==> src/rtl/receiver.sv <==
// UART 8N1 receive stage: oversamples the serial line on clken, validates start
// and stop bits and holds each good byte behind a host-cleared ready flag.
module receiver #(
  parameter int unsigned OVERSAMPLE = 16,
  parameter int unsigned DATA_BITS  = 8
) (
  input  logic                 clk,
  input  logic                 rst,
  input  logic                 clken,
  input  logic                 rx,
  input  logic                 rdy_clr,
  output logic [DATA_BITS-1:0] data,
  output logic                 rdy,
  output logic                 frame_err,
  output logic                 overrun,
  output logic                 rx_busy
);

  localparam int unsigned SW = $clog2(OVERSAMPLE);
  localparam int unsigned DW = DATA_BITS;
  localparam logic [SW-1:0] HALF_M1  = SW'(OVERSAMPLE / 2 - 1);
  localparam logic [SW-1:0] FULL_M1  = SW'(OVERSAMPLE - 1);
  localparam logic [2:0]    LAST_BIT = 3'(DW - 1);

  typedef enum logic [1:0] {
    IDLE  = 2'd0,
    START = 2'd1,
    DATA  = 2'd2,
    STOP  = 2'd3
  } state_t;

  state_t          state_q, state_d;
  logic [SW-1:0]   sample_q, sample_d;
  logic [2:0]      bitpos_q, bitpos_d;
  logic [DW-1:0]   shreg_q, shreg_d;
  logic [DW-1:0]   data_q, data_d;
  logic            rdy_q, rdy_d;
  logic            frame_err_q, frame_err_d;
  logic            overrun_q, overrun_d;
  logic            rx_busy_q, rx_busy_d;
  logic            rx_meta_q, rx_s_q;

  // Next-state and output logic; counters only advance on clken ticks.
  always_comb begin
    state_d     = state_q;
    sample_d    = sample_q;
    bitpos_d    = bitpos_q;
    shreg_d     = shreg_q;
    data_d      = data_q;
    rdy_d       = rdy_q;
    frame_err_d = frame_err_q;
    overrun_d   = overrun_q;

    if (rdy_clr) rdy_d = 1'b0;

    case (state_q)
      IDLE: begin
        if (clken && !rx_s_q) begin
          state_d  = START;
          sample_d = '0;
        end
      end
      START: begin
        if (clken) begin
          sample_d = sample_q + SW'(1);
          if (sample_q == HALF_M1) begin
            sample_d = '0;
            bitpos_d = '0;
            state_d  = rx_s_q ? IDLE : DATA;
          end
        end
      end
      DATA: begin
        if (clken) begin
          sample_d = sample_q + SW'(1);
          if (sample_q == FULL_M1) begin
            shreg_d  = {rx_s_q, shreg_q[DW-1:1]};
            sample_d = '0;
            bitpos_d = bitpos_q + 3'd1;
            if (bitpos_q == LAST_BIT) begin
              bitpos_d = '0;
              state_d  = STOP;
            end
          end
        end
      end
      STOP: begin
        if (clken) begin
          sample_d = sample_q + SW'(1);
          // Leave at mid stop bit so a start edge half a bit later is caught.
          if (sample_q == FULL_M1) begin
            sample_d = '0;
            state_d  = IDLE;
            if (rx_s_q) begin
              data_d      = shreg_q;
              rdy_d       = 1'b1;
              frame_err_d = 1'b0;
              overrun_d   = rdy_q & ~rdy_clr;
            end else begin
              frame_err_d = 1'b1;
            end
          end
        end
      end
      default: state_d = IDLE;
    endcase

    rx_busy_d = (state_d != IDLE);
  end

  always_ff @(posedge clk) begin
    if (rst) begin
      state_q     <= IDLE;
      sample_q    <= '0;
      bitpos_q    <= '0;
      shreg_q     <= '0;
      data_q      <= '0;
      rdy_q       <= 1'b0;
      frame_err_q <= 1'b0;
      overrun_q   <= 1'b0;
      rx_busy_q   <= 1'b0;
      rx_meta_q   <= 1'b1;
      rx_s_q      <= 1'b1;
    end else begin
      state_q     <= state_d;
      sample_q    <= sample_d;
      bitpos_q    <= bitpos_d;
      shreg_q     <= shreg_d;
      data_q      <= data_d;
      rdy_q       <= rdy_d;
      frame_err_q <= frame_err_d;
      overrun_q   <= overrun_d;
      rx_busy_q   <= rx_busy_d;
      rx_meta_q   <= rx;
      rx_s_q      <= rx_meta_q;
    end
  end

  assign data      = data_q;
  assign rdy       = rdy_q;
  assign frame_err = frame_err_q;
  assign overrun   = overrun_q;
  assign rx_busy   = rx_busy_q;

endmodule

==> config.mk <==
export PLATFORM = sky130hd
export DESIGN_NAME = receiver
export DESIGN_NICKNAME = d
export VERILOG_FILES = /design/src/rtl/receiver.sv
export SDC_FILE = /design/constraint.sdc
export NUM_CORES = 1
export LEC_CHECK = 0
export ABC_AREA = 1
export BUFFER_PORTS_ARGS = -buffer_cell sky130_fd_sc_hd__buf_2
export CAP_MARGIN = 10
export CORE_ASPECT_RATIO = 1.2
export CORE_UTILIZATION = 45
export CTS_CLUSTER_SIZE = 14
export DETAILED_ROUTE_END_ITERATION = 7
export HOLD_SLACK_MARGIN = 0.1
export PLACE_DENSITY = 0.69
export SLEW_MARGIN = 40
export SYNTH_ARGS = -nofsm -noshare
export SYNTH_HDL_FRONTEND = slang
export SYNTH_SLANG_ARGS = --single-unit
==> constraint.sdc <==
create_clock -name clk -period 1.3 [get_ports clk]
set_clock_uncertainty 0.15 [all_clocks]
set_input_delay 0 -clock clk [delete_from_list [all_inputs] [get_ports clk]]
set_output_delay 0 -clock clk [all_outputs]
set_load 0.02 [all_outputs]
==> qor.txt <==
DRT iter0 DRCs -> 41
Worst reg2reg startpoint -> sample_q[0]
Seq cells post-synth -> 31
Final setup fails -> 26
Total track usage -> 21.4%
Hold/Removal Path Class -> in -> reg
# diodes -> 0
R2r setup slk -> -0.17 ns
Kind of critical path -> reg -> reg
Flop pwr share -> 58.8%
Minimum clock period -> 1.47 ns
Longest Clk Path Bufs -> 2
Critical Path Sink Type -> flip-flop
Gpl congestion -> 0.837
Most frequent cell after synthesis -> nor2_1
Hold slack final -> -0.0153 ns
Critical Path End -> bitpos_q[0]
Worst-skew pair later-pin latency -> 0.33 ns
Layout area overhead -> 27.3%
DP HPWL -> 2.11 mm
WL met3 -> 90 um
Root buffer cell -> clkbuf_4
Crit path cell chain -> ha_4 -> nand3_2 -> o21ai_1 -> nand3_1 -> nand2_1 -> nor2_1
Crit start category -> flip-flop
Switching pwr -> 390 uW
Uppermost layer routed -> met4
Mapped Area -> 0.00136 sq mm
Max Cap Violations -> 0
Leak -> 0.000810 uW
Period Utilization, post-route -> 113%
Largest net degree at the start of global routing -> 22
List of most frequent post-synthesis cells -> nor2_1, dfxtp_1, nand2_1, o21ai_0, inv_1
Share of cells above drive strength 1 -> 31.8%
Max stage delay on crit path -> 0.37 ns
Worst-path clk slew -> 0.11 ns
Via/cell ratio -> 5.13
Layout Nets -> 228
Die Ht -> 62.2 um
CTS tree -> yes
Status -> complete, but fails checks
Tot Pwr -> 1630 uW
CTS H-Tree Depth -> 2
Asr flop ratio synth -> 0%
DR pass1 iterations -> 4
Total Wirelength -> 3.14 mm
Remaining DRCs -> 0
I/O pins -> 17
ANT nets after route -> 0
Number of global-route vias before repair -> 1291
Avg Cell Area, Syn -> 7.50 sq um
RSZ-0062 raised after global routing -> true
Dominant synthesized flop cell -> dfxtp_1
Synth top area cells -> dfxtp_1, nor2_1, nand2_1
IO Port Bufs -> 16
Setup TNS -> -2.22 ns
Met1 wire length -> 1.33 mm
Clock power frac -> 35.3%
Switching share of power -> 23.9%
Number of hold buffers added after cts -> 3
Per-cell routed wire length -> 12.4 um
Global-route wire length before repair -> 5.24 mm
Vias -> 1304
Num Clock Sinks -> 31
Number of enable flip-flop cells after synthesis -> 0
Worst path required time -> 1.38 ns
Worst slew margin -> 84.0%
Slowest cell on the critical path -> dfxtp_2
Num rows -> 21
Die Wd -> 52.1 um
Post-Synthesis Cells -> 181
Initial antenna violation count -> 0
Cts bufs inserted -> 5
Max frequency -> 0.678 GHz
Internal power -> 1240 uW
Setup slack after layout -> -0.174 ns
Worst-Margin Slew -> 0.238 ns
Grt ovf -> 0
Top cell type's share of synthesized area -> 45.7%
Worst R2R End -> bitpos_q[0]
Met2 WL post-DR -> 1.64 mm
VDD IR max -> 746 uV
Sequential area share after synthesis -> 45.7%
Gate power share -> 5.9%
Top cell type by total area after synthesis -> dfxtp_1
Fin. max-slew vios -> 0
R2R depth -> 6
Failing checks -> negative hold slack, negative setup slack
Fill cell count -> 273
Starting Density -> 47.8%
Power Density -> 945 mW/mm^2
Die Area -> 0.00324 sq mm
Worst-path maximum fanout -> 5
Syn Nets -> 189
Warnings from Yosys -> 0
Core footprint -> 0.00284 sq mm
Synth unique cells -> 27
Worst Path Arrival -> 1.56 ns
Worst setup path start -> sample_q[0]
Final Hold Viols -> 6
registers in the layout, indices dropped and copies added, names as in the netlist:
name,cells
overrun,1
rx_meta_q,1
bitpos_q,3
shreg_q,8
frame_err,1
state_q,2
sample_q,4
rx_s_q,1
rx_busy,1
data,8
rdy,1
routing by layer:
metal  vias to the layer above  GRT usage [%]
met1                       608           23.5
li1                        661              -
met3                        10           6.86
met4                         0           8.55
met2                        25           36.9
met5                         -              0
cells in the final DEF (no fill, tap or decap), types with 3 or more instances in the layout:
cell,netlist,final
a21oi_1,7,6
buf_2,1,16
buf_4,0,16
clkbuf_4,0,5
dfxtp_1,31,27
dlygate4sd3_1,0,3
inv_1,10,10
nand2_1,28,26
nand2_2,2,4
nand3_1,7,6
nand3_2,2,3
nor2_1,50,45
nor2_2,1,6
o21ai_0,13,3
o21ai_1,8,17
cell families (layout without fill, tap and decap cells):
group           count (synthesis)  in the layout  synth area share (%)
buf+inv                        16             55                  5.71
fa+ha+maj                       3              3                  2.77
compound gates                 31             31                  12.0
simple gates                  100            100                  33.8
flops                          31             31                  45.7
how the worst min path moves through the flow:
stage / depth (start not counted) / from / slack [ns] / to
floorplan: 1 / rst / -0.09 / sample_q[1]
global placement: 2 / rx / 0.03 / rx_meta_q
detailed placement: 2 / rx / 0.05 / rx_meta_q
CTS: 3 / clken / -0.02 / frame_err
global route: 4 / clken / -0.006 / shreg_q[1]
finish: 3 / clken / -0.02 / frame_err
per-stage QoR:
stage          setup slack, ns  utilization (%)  cells  cell area, sq um
5_1_grt                 -0.259             60.9    254              1730
6_report                -0.174             60.9    254              1730
3_3_place_gp           -0.0994             55.7    241              1580
3_5_place_dp            -0.136             55.7    241              1580
4_1_cts                 -0.128             59.9    253              1700
2_1_floorplan          -0.0200                -    181              1380
power groups by stage:
| stage | Clock, uW | Sequential, uW | Combinational [uW] |
|---|---|---|---|
| finish | 576 | 959 | 97.0 |
| global route | 637 | 960 | 109 |
| CTS | 584 | 962 | 91.4 |
| detailed placement | 0 | 984 | 80.9 |
| global placement | 0 | 983 | 79.6 |
| floorplan | 0 | 985 | 53.8 |
layout make-up:
type	count	area (sq um)	area share, %
clock inverters	1	5.00	0.290
flip-flops and latches	31	631	36.5
inverters	12	46.3	2.68
clock buffers	6	51.3	2.97
multi-input cells	134	711	41.1
well taps	34	42.5	2.46
repair buffers	36	241	14.0
worst max-delay path, delay by kind of cell (launching register included):
kind | cells | cell delay (ns)
simple gates | 4 | 0.44
compound gates | 1 | 0.27
fa+ha+maj | 1 | 0.16
flops | 1 | 0.37
repair_timing:
| item | 4_1_cts | 5_1_grt |
|---|---|---|
| buffers inserted | 2 | 1 |
| resized for setup | 6 | 8 |
| pin swaps | 0 | 1 |
| hold endpoints to repair | 31 | 23 |
| cloned | 0 | 0 |
| setup endpoints to repair | 28 | 28 |
No activity file was read; power rests on OpenSTA's default activity.
